File: config.mk
export PLATFORM = sky130hd
export DESIGN_NAME = muxn_seq
export DESIGN_NICKNAME = d
export VERILOG_FILES = /design/src/rtl/muxn_seq.sv
export SDC_FILE = /design/constraint.sdc
export NUM_CORES = 1
export LEC_CHECK = 0
export ABC_AREA = 1
export ABC_CLOCK_PERIOD_IN_PS = 1950
export CAP_MARGIN = 25
export CORE_MARGIN = 3
export CORE_UTILIZATION = 45
export DETAILED_ROUTE_END_ITERATION = 16
export PLACE_DENSITY = 0.92
export SETUP_SLACK_MARGIN = 0.05
export SLEW_MARGIN = 30
export SYNTH_ARGS = -nofsm -noshare
export SYNTH_HDL_FRONTEND = slang
export SYNTH_SLANG_ARGS = --single-unit
File: constraint.sdc
create_clock -name clk -period 1.95 [get_ports clk]
set_input_delay 0.39 -clock clk [delete_from_list [all_inputs] [get_ports clk]]
set_output_delay 0.39 -clock clk [all_outputs]
set_load 0.005 [all_outputs]
File: src/rtl/muxn_seq.sv
// muxn_seq: N-channel, WIDTH-bit registered multiplexer with a manual mode
// and an automatic round-robin mode that dwells DWELL enabled cycles on each
// channel. All outputs are registered with one cycle of latency.
//
// Optional feature macro: MUXN_SEQ_SKIP_EN
//   When defined, a per-channel ch_vld input is added and the auto mode
//   skips channels whose ch_vld bit is low while advancing.
//
// Handshake: there is no valid/ready flow control. z_valid qualifies z for
// the consumer on every cycle; the consumer cannot stall the block, and en
// is the only way to hold the output stream.
//
// Debug: dbg_state exposes the FSM state (0 = MAN, 1 = AUTO), and dbg_ptr
// exposes the auto-mode channel pointer.
module muxn_seq #(
  parameter int N     = 4,
  parameter int WIDTH = 8,
  parameter int DWELL = 2
) (
  input  logic                   clk,
  input  logic                   rst,
  input  logic [N*WIDTH-1:0]     d,
  input  logic [$clog2(N)-1:0]   sel,
  input  logic                   mode,
  input  logic                   en,
`ifdef MUXN_SEQ_SKIP_EN
  input  logic [N-1:0]           ch_vld,
`endif
  output logic [WIDTH-1:0]       z,
  output logic [$clog2(N)-1:0]   cur_sel,
  output logic                   z_valid,
  output logic                   sel_err,
  output logic                   dbg_state,
  output logic [$clog2(N)-1:0]   dbg_ptr
);

  localparam int SW = $clog2(N);
  localparam int CW = (DWELL > 1) ? $clog2(DWELL) : 1;
  localparam logic [SW:0]   N_W      = (SW+1)'(N);
  localparam logic [SW-1:0] PTR_LAST = SW'(N-1);
  localparam logic [CW-1:0] CNT_LAST = CW'(DWELL-1);

  typedef enum logic {
    ST_MAN  = 1'b0,
    ST_AUTO = 1'b1
  } state_e;

  state_e           state_q, state_d;
  logic [SW-1:0]    ptr_q, ptr_d;
  logic [CW-1:0]    cnt_q, cnt_d;
  logic [WIDTH-1:0] z_q, z_d;
  logic [SW-1:0]    cur_sel_q, cur_sel_d;
  logic             z_valid_q, z_valid_d;
  logic             sel_err_q, sel_err_d;

  logic [WIDTH-1:0] ch [N];
  logic             sel_ok;
  logic [SW-1:0]    ptr_eff;
  logic [CW-1:0]    cnt_eff;
  logic [SW-1:0]    ptr_adv;
  logic             any_vld;
  logic             cur_vld;

  // Unpack the flat data bus into one word per channel.
  always_comb begin
    for (int k = 0; k < N; k++) begin
      ch[k] = d[k*WIDTH +: WIDTH];
    end
  end

  assign sel_ok = ({1'b0, sel} < N_W);

  // Effective pointer/counter for this edge: a MAN->AUTO entry reloads them
  // from sel so the entry edge already samples the newly selected channel.
  always_comb begin
    ptr_eff = ptr_q;
    cnt_eff = cnt_q;
    if (state_q == ST_MAN) begin
      ptr_eff = sel_ok ? sel : '0;
      cnt_eff = '0;
    end
  end

`ifdef MUXN_SEQ_SKIP_EN
  int   idx;
  logic found;

  // Next pointer: first channel after ptr_eff (with wrap) whose ch_vld is set.
  always_comb begin
    ptr_adv = ptr_eff;
    found   = 1'b0;
    idx     = 0;
    for (int k = 1; k <= N; k++) begin
      idx = int'(ptr_eff) + k;
      if (idx >= N) idx = idx - N;
      if (!found && ch_vld[SW'(idx)]) begin
        ptr_adv = SW'(idx);
        found   = 1'b1;
      end
    end
  end

  assign any_vld = |ch_vld;
  assign cur_vld = ch_vld[ptr_eff];
`else
  // Next pointer: strict round-robin with wrap from N-1 to 0.
  always_comb begin
    ptr_adv = (ptr_eff == PTR_LAST) ? '0 : ptr_eff + 1'b1;
  end

  assign any_vld = 1'b1;
  assign cur_vld = 1'b1;
`endif

  // Next-state and output selection; the incoming mode picks the path.
  always_comb begin
    state_d   = state_q;
    ptr_d     = ptr_q;
    cnt_d     = cnt_q;
    z_d       = z_q;
    cur_sel_d = cur_sel_q;
    z_valid_d = z_valid_q;
    sel_err_d = sel_err_q;
    if (en) begin
      if (!mode) begin
        state_d = ST_MAN;
        if (sel_ok) begin
          z_d       = ch[sel];
          cur_sel_d = sel;
          z_valid_d = 1'b1;
          sel_err_d = 1'b0;
        end else begin
          z_d       = '0;
          cur_sel_d = '0;
          z_valid_d = 1'b0;
          sel_err_d = 1'b1;
        end
      end else begin
        state_d   = ST_AUTO;
        sel_err_d = 1'b0;
        ptr_d     = ptr_eff;
        if (any_vld) begin
          z_d       = ch[ptr_eff];
          cur_sel_d = ptr_eff;
          z_valid_d = cur_vld;
        end else begin
          z_valid_d = 1'b0;
        end
        if (cnt_eff == CNT_LAST) begin
          cnt_d = '0;
          ptr_d = ptr_adv;
        end else begin
          cnt_d = cnt_eff + 1'b1;
        end
      end
    end
  end

  // State and output registers; reset wins over enable and mode.
  always_ff @(posedge clk) begin
    if (rst) begin
      state_q   <= ST_MAN;
      ptr_q     <= '0;
      cnt_q     <= '0;
      z_q       <= '0;
      cur_sel_q <= '0;
      z_valid_q <= 1'b0;
      sel_err_q <= 1'b0;
    end else begin
      state_q   <= state_d;
      ptr_q     <= ptr_d;
      cnt_q     <= cnt_d;
      z_q       <= z_d;
      cur_sel_q <= cur_sel_d;
      z_valid_q <= z_valid_d;
      sel_err_q <= sel_err_d;
    end
  end

  assign z         = z_q;
  assign cur_sel   = cur_sel_q;
  assign z_valid   = z_valid_q;
  assign sel_err   = sel_err_q;
  assign dbg_state = state_q;
  assign dbg_ptr   = ptr_q;

endmodule

Word-level counts from Yosys, hierarchy flattened
Index checks and enable logic that the tools add are counted.
{"block": "word_totals", "rom_bits": 0, "wordCells": 28, "mem_count": 0, "latchBits": 0, "input_bits": 38, "regBits": 15, "ram_bits": 0, "out_inout_bits": 15}
{"block": "classes", "mux": 14, "n_shift": 0, "reduce_logical": 1, "order_cmp": 2, "addsub": 2, "div": 0, "bitwise": 2, "multipliers": 0, "n_eq_ne": 1}
{"cell": "8-bit 2-to-1 mux", "count": 5}
{"cell": "8-bit binary-select mux with 2-bit select", "count": 2}
{"cell": "2-bit 2-to-1 mux", "count": 4}
{"cell": "3-bit greater-or-equal comparator, second input constant", "count": 2}
{"cell": "2-bit NOT with 3-bit output", "count": 2}
{"cell": "1-bit 2-to-1 mux", "count": 3}
{"cell": "2-bit by 1-bit adder with 2-bit output, second input constant", "count": 1}
{"cell": "2-bit == test, second input constant", "count": 1}
{"cell": "2-bit AND reduction", "count": 1}
{"cell": "1-bit adder, second input constant", "count": 1}

Depth between registers and ports, before layout
{"block": "depth", "ltp_word": 6, "mapped_depth": 11}

Worst setup path after synthesis
Ideal clock, no wire load.
{"block": "synth_path", "path_kind": "input to register", "startpoint": "input sel[0]", "endpoint": "register z_q[4], in the netlist z[4]", "arrival_time_ps": 1157, "path_slack_ps": 684, "path_buffers": 2, "stages": 11, "path_cell_list": "buf_4 inv_4 nand2_1 nand2_2 buf_6 nand2_1 nand2_1 nand2_1 nand3_1 nand2_1 inv_1"}
{"block": "synth_via", "elab_chain_cells": 6, "word_cells_on_any_way": 10, "cone_classes": "mux (8); bitwise (2)"}
{"item": "start: declaration", "line": "23", "rtl": "input logic [$clog2(N)-1:0] sel,"}
{"item": "2-bit 2-to-1 mux", "line": "78", "rtl": "if (state_q == ST_MAN) begin"}
{"item": "2-bit NOT with 3-bit output (implied by the code)", "line": "143", "rtl": "z_d = ch[ptr_eff];"}
{"item": "8-bit binary-select mux with 2-bit select", "line": "143"}
{"item": "8-bit 2-to-1 mux (implied by the code) (2 in a row)", "line": "143"}
{"item": "8-bit 2-to-1 mux (*)", "line": "125", "rtl": "if (!mode) begin"}
{"item": "end signal: assignment", "line": "173", "rtl": "z_q <= z_d;"}
{"item": "end: declaration", "line": "51", "rtl": "logic [WIDTH-1:0] z_q, z_d;"}
Every way passes the cells marked *; elsewhere a longest branch is shown, timed or not. The select of a mux whose other input is x is not followed.
A chain may end at the register's enable or synchronous reset.

Worst setup path after layout
Ends and elaborated chain as after synthesis.

==> flow_summary.yaml <==
routing:
  route.vias.total: 1696
  final_antenna_net_count: 0
  detail_route.iter0.violations: 148
  vias_per_cell: 5.40
  postRouteWirelength_um: 4130
  avgRoutedWirePerCell_um: 13.2
  detail_route.drc_violations: 0
  drt_first_pass_iters: 7
job:
  max_capacitance_violation_count: 0
floorplanning:
  chipHeight_um: 60.1
  initial_cell_density_of_the_core_pct: 50.0
  row_count: 18
  ios: 53
  die-width_um: 60.1
  floorplan.die_area_um2: 3610
  placeableCoreArea_um2: 2640
outcome:
  status: "complete, no violations"
clocking:
  htree_levels: 1
  sink_count_of_the_clock_tree: 15
  post_cts_resized: 0
  numCtsBuffers: 3
  clk-insertion-delay-late_ps: 280
  post_cts.repair.setup_buffers: 0
  clk_root_buffer_cell: "clkbuf_4"
  path_clk_slew_ps: 100
  cts_tree: "done"
  cts_hold_buffers: 0
  clk_path_buf_depth: 2
sta:
  fin_worst_skew_ps: 4.15
  slew_violations: 0
  grt_setup_unrepaired: "false"
  max_freq_mhz: 598
  hold_vio_cnt_final: 0
  fin_tns_setup_ps: 0
  post-route-worst-setup-slack_ps: 278
  finalSetupViolations: 0
  finalCriticalPeriod_ps: 1670
  finalCritPeriodShare_pct: 85.7
synthesis:
  synth-seq-cells: 15
  synth_top_cells_by_area: "nand2_1, dfxtp_1, nand3_1, inv_1, a21oi_1"
  synth_largest_area_cell: "nand2_1"
  yosysUniqueCellTypes: 21
  synth_largest_type_area_fraction_pct: 25.9
  synth_area_per_cell_um2: 5.70
  synth.net_count: 269
  synth.cell_area_um2: 1320
  syn-instance-count: 231
  ys_warn_count: 0
  synth_sequential_area_ratio_pct: 22.8
layout:
  antenna_cells: 0
  fillerInstances: 222
  finish.cell_count_without_fillers: 314
  design.final.nets: 323
  area.sequential_um2: 300
  multiInputGateArea_um2: 825
  area_growth_syn_to_layout_pct: 42.4
  drive_above_1_share_pct: 8.10
  layout.cell_area.non_filler_um2: 1880
power_and_ir_drop:
  powerDensity_nw_per_um2: 478
  ir_drop_mv: 0.407
  power.static_leakage_nw: 0.904
critical_path:
  setup.worst_path.end_class: "register"
  critPathRequiredTime_ps: 2150
  timing.critical_path.arrival_ps: 1870
  worstSetupPathType: "primary input to register"
  critPathMaxFanout: 12
  critPathLaunchType: "primary input"
placed_design:
  place_congestion: 0.899
  numPlacedInstances: 310
  setup_slack_after_placement_ps: 34.5
  detailed_place_hpwl_um: 3080
  placed_area_um2: 1850
  place.port_buffers: 51
hold_path:
  hold_class: "register to register"
global_route:
  global_route.usage.total_pct: 24.0
  antenna_violations_before_repair: 0
  grt_first_pass_wirelength_um: 6730
  via_count_of_the_first_global_routing_pass: 1615
  grt_max_degree: 20
  congestion_overflow_gr: 0
==> state kept, by name, summed over array words and instances (netlist names) <==
name and count:
cnt_q 1, cur_sel 2, dbg_ptr 2, dbg_state 1, z 8, z_valid 1
==> Yosys cell counts (all sizes together) <==
master / count
nand2: 97
conb: 1
nor2: 6
o21ai: 12
dfxtp: 15
nand3: 40
o211ai: 2
inv: 29
a211oi: 1
a31oi: 1
buf: 10
xnor2: 1
a21oi: 16
==> metal layers <==
metal / GRT usage (%) / up-vias / part of all wire [%]
li1: - / 840 / -
met4: 10.8 / 0 / 1.1
met2: 39.4 / 96 / 46
met3: 5.18 / 6 / 10
met1: 29.7 / 754 / 43
met5: 0 / - / 0
==> logic make-up (layout without fill, tap and decap cells) <==
logic type      after synthesis  after routing  share of synthesized area (%)
buf+inv                      39             92                           14.6
simple gates                143            143                           48.0
other cells                   1              1                          0.285
flops                        15             15                           22.8
compound gates               32             32                           13.7
xor+xnor                      1              1                          0.665
==> critical path, stage by stage <==
cell and delay, ps:
clkdlybuf4s50_1 650, inv_4 90, nand2_1 110, nand2_2 170, nand2_1 130, nand2_1 60, nand2_1 60, nand3_1 80
nand2_1 70, inv_1 40
==> metrics by stage <==
step                      util (%)  hold slack, ps  power [mW]
after global placement        70.2             451       0.704
after global routing          71.2             501       0.953
after floorplan                  -             450       0.543
after detailed placement      70.2             461       0.711
final                         71.2             475       0.896
after CTS                     71.2             480       0.895
==> layout by cell type, fill, tap and decap left out, drive strengths merged <==
master,n
o21ai,12
a211oi,1
inv,29
clkbuf,4
a21oi,16
conb,1
clkdlybuf4s50,51
dfxtp,15
a31oi,1
xnor2,1
buf,8
nand3,40
o211ai,2
nor2,6
nand2,97
==> power by group <==
part           switching [mW]  total (mW)  internal (mW)
clock network           0.106       0.186         0.0794
logic                   0.184       0.366          0.182
registers              0.0144       0.345          0.330
==> path summary, 6_finish.rpt <==
check / to / depth (start not counted) / slack (ps) / startpoint
max: z[4] / 10 / 280 / sel[0]
min: z_valid / 2 / 480 / z_valid
max reg2reg: z[4] / 10 / 550 / dbg_state
min reg2reg: z_valid / 2 / 480 / z_valid
==> layout make-up <==
cell class	instances	share of cell area, %
inverter	29	6.20
multi-input combinational	177	44.0
timing repair buffer	59	30.4
tap	30	2.00
clock buffer	4	1.40
sequential	15	16.0
Power figures use the tool's default switching activity.
==> variant: new RTL, same flow settings <==
Take the reset off `z_q` and load it in a clocked block of its own.
--- a/src/rtl/muxn_seq.sv
+++ b/src/rtl/muxn_seq.sv
@@ -164,3 +164,2 @@
       cnt_q     <= '0;
-      z_q       <= '0;
       cur_sel_q <= '0;
@@ -172,3 +171,2 @@
       cnt_q     <= cnt_d;
-      z_q       <= z_d;
       cur_sel_q <= cur_sel_d;
@@ -177,2 +175,6 @@
     end
+  end
+
+  always_ff @(posedge clk) begin
+    z_q <= z_d;
   end
Function: changed (a bounded check fails within 4 cycles, from zero or initial values and one cycle with rst high).
==> variant against the original RTL <==
First-iteration DRC count fell by 12%; power increased by 4.1%; cell count is 4.8% higher; utilization decreased by 2.3 points; setup slack lost 0.048 ns; global-route usage down 3.6 points; sequential cell count stayed put; sequential power is 10% higher; clock skew rose by 0.0058 ns; largest cell class unchanged; synthesized area increased by 10%; wire length down 3.2%; maximum frequency decreased by 2.8%; final area rose by 6.5%.
==> variant: results (changes against the original RTL) <==
* Status: finished, final reports clean
* Largest net degree at the start of global routing at 19 (-5.0%)
* Met2 WL at 2023 um (+6.7%)
* Category of the most critical setup path: reg -> out
* Critical path's largest stage delay at 0.56 ns (-0.09 ns)
* Fillers at 270 (+22%)
* Overall routing resource usage at 0.2035 (-0.03639)
* EDFF count, synth at 8 (+8)
* Wl on met1 at 1567 um (-12%)
* Leakage at 1.027 nW (+14%)
* Syn Nets at 272 (+1.1%)
* Sequential area share after synthesis at 0.2625 (+0.03460)
* Clk_skew at 0.009986 ns (+0.005833 ns)
* Maximum vdd drop at 0.0003567 V (-12%)
* RePlAce Congestion at 0.8934 (-0.62%)
* DP Wirelength at 3062 um (-0.50%)
* Maximum fanout along the worst path at 8 (-4)
* RR Startpoint: dbg_state
* Layout cells sized above 1 at 0.09059 (+0.009606)
* Clk_lat worst skew at 0.29 ns
* Met3 wire len at 357 um (-13%)
* CTS H-Tree Depth at 1 (unchanged)
* First drt pass iteration count at 5 (-2)
* Vias at 1672 (-1.4%)
* Synth top cells by count: nand2_1 (68), nand3_1 (53), inv_1 (44), a21oi_1 (16)
* Fin nets at 326 (+0.93%)
* Reported max-cap violation count at 0 (unchanged)
* Critical Path AT at 1.33 ns (-0.54 ns)
* Synth top area cells: nand3_1 (18%), nand2_1 (18%), edfxtp_1 (17%)
* Final WL at 3998 um (-3.2%)
* Starting DRT DRC Count at 130 (-12%)
* Yosys cell types at 24 (+14%)
-- variant: layout make-up --
type,count,area (sq um),share of cell area
tap,42,52.55,0.02630
inverter,47,178.9,0.08954
clock buffer,4,26.28,0.01315
timing repair buffer,60,578.1,0.2893
sequential,15,381.6,0.1910
multi-input combinational,161,780.7,0.3907
-- variant: path summary, 6_finish.rpt --
path / to / slack, ns / cells after the start
max: dbg_state / 0.23 / 1
min: z_valid / 0.49 / 2
max reg2reg: z[1] / 0.46 / 8
min reg2reg: z_valid / 0.49 / 2
-- variant: cells by family after synthesis --
kind of cell	after synthesis	share of synthesized area
DFF	15	0.2625
AOI/OAI and AO/OA	27	0.1036
other	1	0.002588
and+or+nand+nor	133	0.4326
buffers and inverters	58	0.1986
-- variant: where the power goes --
group / total (W) / switching [W] / internal (W)
clock network: 0.000191 / 0.000112 / 0.0000795
logic: 0.000361 / 0.000175 / 0.000186
registers: 0.000381 / 0.0000171 / 0.000363
-- variant: layer usage --
layer | up-vias | GRT usage
met5 | - | 0
met4 | 0 | 0.05234
met3 | 7 | 0.03777
met2 | 92 | 0.3662
met1 | 728 | 0.2470
li1 | 845 | -
-- variant: per-stage QoR --
stage | std cells | utilization | setup WS, ns | area (sq um)
2_1_floorplan | 234 | - | 0.6664 | 1449
3_3_place_gp | 325 | 0.6795 | 0.1119 | 1971
3_5_place_dp | 325 | 0.6795 | 0.08239 | 1971
4_1_cts | 329 | 0.6885 | 0.06475 | 1997
5_1_grt | 329 | 0.6890 | 0.1849 | 1998
6_report | 329 | 0.6890 | 0.2310 | 1998
